**src/rtl/gray_decoder_monitor.sv**
```systemverilog
// gray_decoder_monitor
//   Accepts Gray-coded samples from an upstream encoder, decodes them to
//   binary and classifies each accepted sample against the previous one as
//   an up step, a down step, a repeat, or an invalid jump (more than one bit
//   changed). Too many invalid jumps in a row drops the monitor out of sync.
//
//   Handshake: gray_in is consumed on a rising edge when gray_valid is high
//   (and the block is armed after reset). There is no back-pressure. Results
//   appear one cycle later, with bin_valid pulsing for exactly one cycle.
//
// Ports
//   clk, rst_n   clock, asynchronous active-low reset
//   gray_in      Gray-coded sample (WIDTH bits)
//   gray_valid   gray_in qualifier
//   clear_err    synchronous clear of err_count (wins over a same-cycle error)
//   bin_out      registered binary decode of the last accepted sample
//   bin_valid    one-cycle pulse: bin_out updated
//   step_up      one-cycle pulse: sample is previous +1 (mod 2^WIDTH)
//   step_dn      one-cycle pulse: sample is previous -1 (mod 2^WIDTH)
//   step_err     one-cycle pulse: sample differs in more than one bit
//   in_sync      FSM state, high in SYNC
//   err_count    saturating count of step_err events
module gray_decoder_monitor #(
  parameter int WIDTH     = 4,
  parameter int ERR_LIMIT = 3,
  parameter int CNT_W     = 8
) (
  input  logic             clk,
  input  logic             rst_n,
  input  logic [WIDTH-1:0] gray_in,
  input  logic             gray_valid,
  input  logic             clear_err,
  output logic [WIDTH-1:0] bin_out,
  output logic             bin_valid,
  output logic             step_up,
  output logic             step_dn,
  output logic             step_err,
  output logic             in_sync,
  output logic [CNT_W-1:0] err_count
);

  localparam int CONS_W = (ERR_LIMIT < 2) ? 1 : $clog2(ERR_LIMIT + 1);

  localparam logic [0:0] ST_UNSYNC = 1'b0;
  localparam logic [0:0] ST_SYNC   = 1'b1;

  localparam logic [WIDTH-1:0]  BIN_ONE  = {{(WIDTH-1){1'b0}}, 1'b1};
  localparam logic [CNT_W-1:0]  CNT_ONE  = {{(CNT_W-1){1'b0}}, 1'b1};
  localparam logic [CNT_W-1:0]  CNT_MAX  = {CNT_W{1'b1}};
  localparam logic [CONS_W-1:0] CONS_ONE = {{(CONS_W-1){1'b0}}, 1'b1};
  localparam logic [CONS_W-1:0] CONS_LIM = CONS_W'(ERR_LIMIT);

  logic [0:0]        state_q, state_d;
  logic              arm_q;
  logic [WIDTH-1:0]  gray_q, gray_d;
  logic [WIDTH-1:0]  bin_q, bin_d;
  logic              valid_q, valid_d;
  logic              up_q, up_d;
  logic              dn_q, dn_d;
  logic              err_q, err_d;
  logic [CNT_W-1:0]  cnt_q, cnt_d;
  logic [CONS_W-1:0] consec_q, consec_d;

  logic [WIDTH-1:0]  bin_dec;
  logic [WIDTH-1:0]  diff;
  logic              one_bit;
  logic              accept;

  // Binary bit i is the XOR of all Gray bits at or above i.
  always_comb begin
    bin_dec = '0;
    for (int i = 0; i < WIDTH; i++) begin
      bin_dec[i] = ^(gray_in >> i);
    end
  end

  assign diff    = gray_in ^ gray_q;
  // Exactly one bit set: non-zero and clearing the lowest set bit leaves zero.
  assign one_bit = (diff != '0) && ((diff & (diff - BIN_ONE)) == '0);

  // arm_q stays low through the first edge after reset release so a sample
  // presented while reset is lifting is never taken.
  assign accept  = gray_valid && arm_q;

  always_comb begin
    state_d  = state_q;
    gray_d   = gray_q;
    bin_d    = bin_q;
    valid_d  = 1'b0;
    up_d     = 1'b0;
    dn_d     = 1'b0;
    err_d    = 1'b0;
    cnt_d    = cnt_q;
    consec_d = consec_q;

    if (accept) begin
      valid_d = 1'b1;
      gray_d  = gray_in;
      bin_d   = bin_dec;
      if (state_q == ST_UNSYNC) begin
        // First sample becomes the reference; nothing to compare against.
        state_d  = ST_SYNC;
        consec_d = '0;
      end else if (diff == '0) begin
        consec_d = '0;
      end else if (one_bit) begin
        consec_d = '0;
        if (bin_dec == bin_q + BIN_ONE) begin
          up_d = 1'b1;
        end else begin
          dn_d = 1'b1;
        end
      end else begin
        err_d = 1'b1;
        if (cnt_q != CNT_MAX) begin
          cnt_d = cnt_q + CNT_ONE;
        end
        if (consec_q == CONS_LIM - CONS_ONE) begin
          state_d  = ST_UNSYNC;
          consec_d = '0;
        end else begin
          consec_d = consec_q + CONS_ONE;
        end
      end
    end

    if (clear_err) begin
      cnt_d = '0;
    end
  end

  always_ff @(posedge clk or negedge rst_n) begin
    if (!rst_n) begin
      state_q  <= ST_UNSYNC;
      arm_q    <= 1'b0;
      gray_q   <= '0;
      bin_q    <= '0;
      valid_q  <= 1'b0;
      up_q     <= 1'b0;
      dn_q     <= 1'b0;
      err_q    <= 1'b0;
      cnt_q    <= '0;
      consec_q <= '0;
    end else begin
      state_q  <= state_d;
      arm_q    <= 1'b1;
      gray_q   <= gray_d;
      bin_q    <= bin_d;
      valid_q  <= valid_d;
      up_q     <= up_d;
      dn_q     <= dn_d;
      err_q    <= err_d;
      cnt_q    <= cnt_d;
      consec_q <= consec_d;
    end
  end

  assign bin_out   = bin_q;
  assign bin_valid = valid_q;
  assign step_up   = up_q;
  assign step_dn   = dn_q;
  assign step_err  = err_q;
  assign in_sync   = (state_q == ST_SYNC);
  assign err_count = cnt_q;

endmodule

```
**config.mk**
```make
export PLATFORM = sky130hd
export DESIGN_NAME = gray_decoder_monitor
export DESIGN_NICKNAME = d
export VERILOG_FILES = /design/src/rtl/gray_decoder_monitor.sv
export SDC_FILE = /design/constraint.sdc
export NUM_CORES = 1
export LEC_CHECK = 0
export BUFFER_PORTS_ARGS = -buffer_cell sky130_fd_sc_hd__buf_2
export CAP_MARGIN = 20
export CORE_ASPECT_RATIO = 0.7
export CORE_MARGIN = 8
export CORE_UTILIZATION = 48
export DETAILED_ROUTE_END_ITERATION = 7
export PLACE_DENSITY = 0.74
export RECOVER_POWER = 100
export REMOVE_ABC_BUFFERS = 1
export SLEW_MARGIN = 20
export SYNTH_ARGS = -nofsm -noshare
export SYNTH_HDL_FRONTEND = slang
export SYNTH_SLANG_ARGS = --single-unit
```
**constraint.sdc**
```tcl
create_clock -name clk -period 1.5 [get_ports clk]
set_input_delay 0.225 -clock clk [delete_from_list [all_inputs] [get_ports clk]]
set_output_delay 0.225 -clock clk [all_outputs]
set_load 0.02 [all_outputs]
```
==> reports/qor.yml <==
job:
  cap_violations: 0
setup_path:
  required_ns: 1.65
  critPathLaunchType: "flop"
  cpPeakStageDelay_ns: 0.47
  rrSetupSlack_ns: -0.17
  slowest_stage: "dfrtp_2"
  rr_startpoint: "gray_q[0]$_DFFE_PN0P_"
  crit_end: "err_count[1]$_DFFE_PN0P_"
  critPathKind: "flop to flop"
  critPathCaptureType: "flop"
  crit_fanout: 8
  crit_chain: "xor2_2 -> o31a_2 -> o21ai_4 -> mux2i_1 -> nor2_1"
  crit_family: "compound AO/OA/AOI/OAI gates"
  arrival_ns: 1.82
  r2r_cells: 5
  worst-path-buf-inv: 0
  r2r_end: "err_count[1]$_DFFE_PN0P_"
  cp_num_cells: 5
  crit_start: "gray_q[0]$_DFFE_PN0P_"
grt:
  grt_util_met1_pct: 16.2
  grt_max_degree: 24
  gr-total-overflow: 0
  grt.total_usage_pct: 13.8
  grt_util_met3_pct: 5.32
  antenna_found_initial: 0
  first_global_vias: 1046
  busiest_layer: "met2"
  grt_pass1_wl_um: 4970
  gr-usage-met2_pct: 23.2
route:
  dr.pass1.iters: 4
  vias: 1025
  wirelength_um: 2930
  wire_per_inst_um: 14.9
  vias_per_cell: 5.23
  drt_iter0_markers: 57
  detail-route-antenna-nets: 0
  drc: 0
cells_and_area:
  fillers: 187
  register_area_um2: 579
  syn_to_final_growth_pct: 35.3
  antenna_cells: 0
  drive_gt1_share_pct: 37.7
  layout.nets: 173
  multi_input_area_um2: 748
  fin_util_pct: 68.3
place:
  gp_congestion: 0.771
  dp.final_hpwl_um: 2180
  placement.io_buffers: 24
sta:
  skew_ns: 0.00457
  setup_violations: 13
  fin_crit_sh_pct: 111
  slew_viol_final: 0
  clock.fmax_mhz: 599
  fin_crit_ns: 1.67
  rsz0062_at_grt: "true"
  timing_hold_violations_final: 0
  setup_slack_ns: -0.171
  hold_ws_ns: 0.223
  worst_slew_pin_slew_ns: 0.573
  max_slew_margin_pct: 61.8
power_and_ir_drop:
  ir_worst_vdd_uv: 732
  power_mw: 1.85
  p_leak_nw: 0.698
  power_per_cell_area_mw_per_mm2: 1100
floorplan:
  core_area_mm2: 0.00246
  rows: 15
  die_x_um: 76.8
  fp.dieH_um: 58.5
  start_util_pct: 50.5
  ioPinCount: 25
  dieArea_mm2: 0.00450
status:
  violations: "negative setup slack"
  status: "finished with violations"
synth:
  asyncSetResetFlopFracSynth_pct: 100
  synthTopCellsByArea: "dfrtp_1 (46%), xnor2_1 (7.1%), mux2_2 (5.4%)"
  yosysTopAreaCell: "dfrtp_1"
  yosysMostFrequentCell: "dfrtp_1"
  synth_top_area_share_pct: 46.4
  synth_edf_count: 0
  synth_common_cells: "dfrtp_1 (23), nand2_1 (10), xnor2_1 (10)"
  ys_types: 31
  syn_area_mm2: 0.00124
  yosysWarnings: 0
  netlist_instances: 117
  syn_area_per_cell_um2: 10.6
  seq_area_frac_synth_pct: 46.4
  synth_seq_cells: 23
  synthFlopType: "dfrtp_1"
cts:
  cts_buffers: 3
  cts_tree: "done"
  root_buffer: "clkbuf_8"
  clk_latency_ns: 0.27
  clockBufferDepth: 2
  clock-sinks: 23
  cts_max_level: 1
  path_clk_slew_ns: 0.08
hold_path:
  hold_depth: 2
  min_from: "clear_err"
  hold_class: "primary input to flop"
[area by class of cell]
type / count / share of cell area, %
clock buffer: 4 / 2.68
inverter: 3 / 0.671
multi-input combinational: 87 / 44.6
sequential: 23 / 34.5
tap: 34 / 2.53
timing repair buffer: 45 / 15.1
[per-layer routing]
| layer | part of all wire (%) | vias to the layer above | wire length (um) |
|---|---|---|---|
| met5 | 0 | - | 0 |
| met4 | 2.4 | 0 | 70 |
| met3 | 7.4 | 9 | 217 |
| met2 | 50 | 31 | 1450 |
| met1 | 41 | 490 | 1190 |
| li1 | - | 495 | - |
[stage by stage]
stage                     instances  setup slack [ns]  cell area (um^2)  TNS, ns
after global routing            196            -0.250              1680    -2.17
after global placement          189            -0.158              1510   -0.635
final                           196            -0.171              1680    -1.13
after detailed placement        189            -0.239              1510    -1.26
after floorplan                 113            -0.197              1210   -0.820
after CTS                       195            -0.188              1610    -1.15
[worst register-to-register path: cells and delay by family, from the launching register on]
family                    cells  cell delay [ns]
AOI/OAI and AO/OA             2             0.63
DFF                           1             0.47
muxes                         1             0.22
xor gates and xnor gates      1             0.17
and+or+nand+nor               1             0.07
[cells by family after synthesis]
logic type	Yosys count	synth area share (%)
mux	7	6.25
flops	23	46.4
other cells	1	0.302
compound gates	26	15.2
simple gates	34	13.5
buf+inv	7	3.02
fa+ha+maj	3	2.82
xor+xnor	16	12.5
[placed cells by master, fill, tap and decap left out, types with 5 or more instances in the layout]
cell / count
or3_1: 5
dfrtp_1: 20
nand3_1: 8
o21ai_0: 7
mux2_2: 5
buf_4: 18
buf_2: 7
xnor2_1: 7
clkbuf_1: 19
nor2_1: 5
nand2_1: 10
[report_power, final]
part | total (mW) | switching, mW | internal (mW)
combinational | 0.696 | 0.388 | 0.308
sequential | 0.776 | 0.0746 | 0.702
clock | 0.379 | 0.189 | 0.190
total | 1.85 | 0.652 | 1.20
[what timing repair did]
item                       CTS  global route
setup buffers                1             1
hold buffers                 1             0
setup endpoints to repair   12            13
resized for setup            8            18
hold endpoints to repair    23             0
pin swaps                   12             8
[worst min-delay path by stage]
stage,end,slack [ns]
floorplan,arm_q$_DFF_PN0_,-0.07
global placement,consec_q[1]$_DFFE_PN0P_,0.23
detailed placement,step_err$_DFF_PN0_,0.23
CTS,err_count[4]$_DFFE_PN0P_,0.22
global route,err_count[6]$_DFFE_PN0P_,0.23
finish,err_count[6]$_DFFE_PN0P_,0.22
[state kept, by name, summed over array words and instances, names as in the netlist]
name	flops
arm_q	1
bin_out	3
bin_valid	1
consec_q	2
err_count	8
gray_q	4
in_sync	1
step_dn	1
step_err	1
step_up	1
Power figures use the tool's default switching activity.
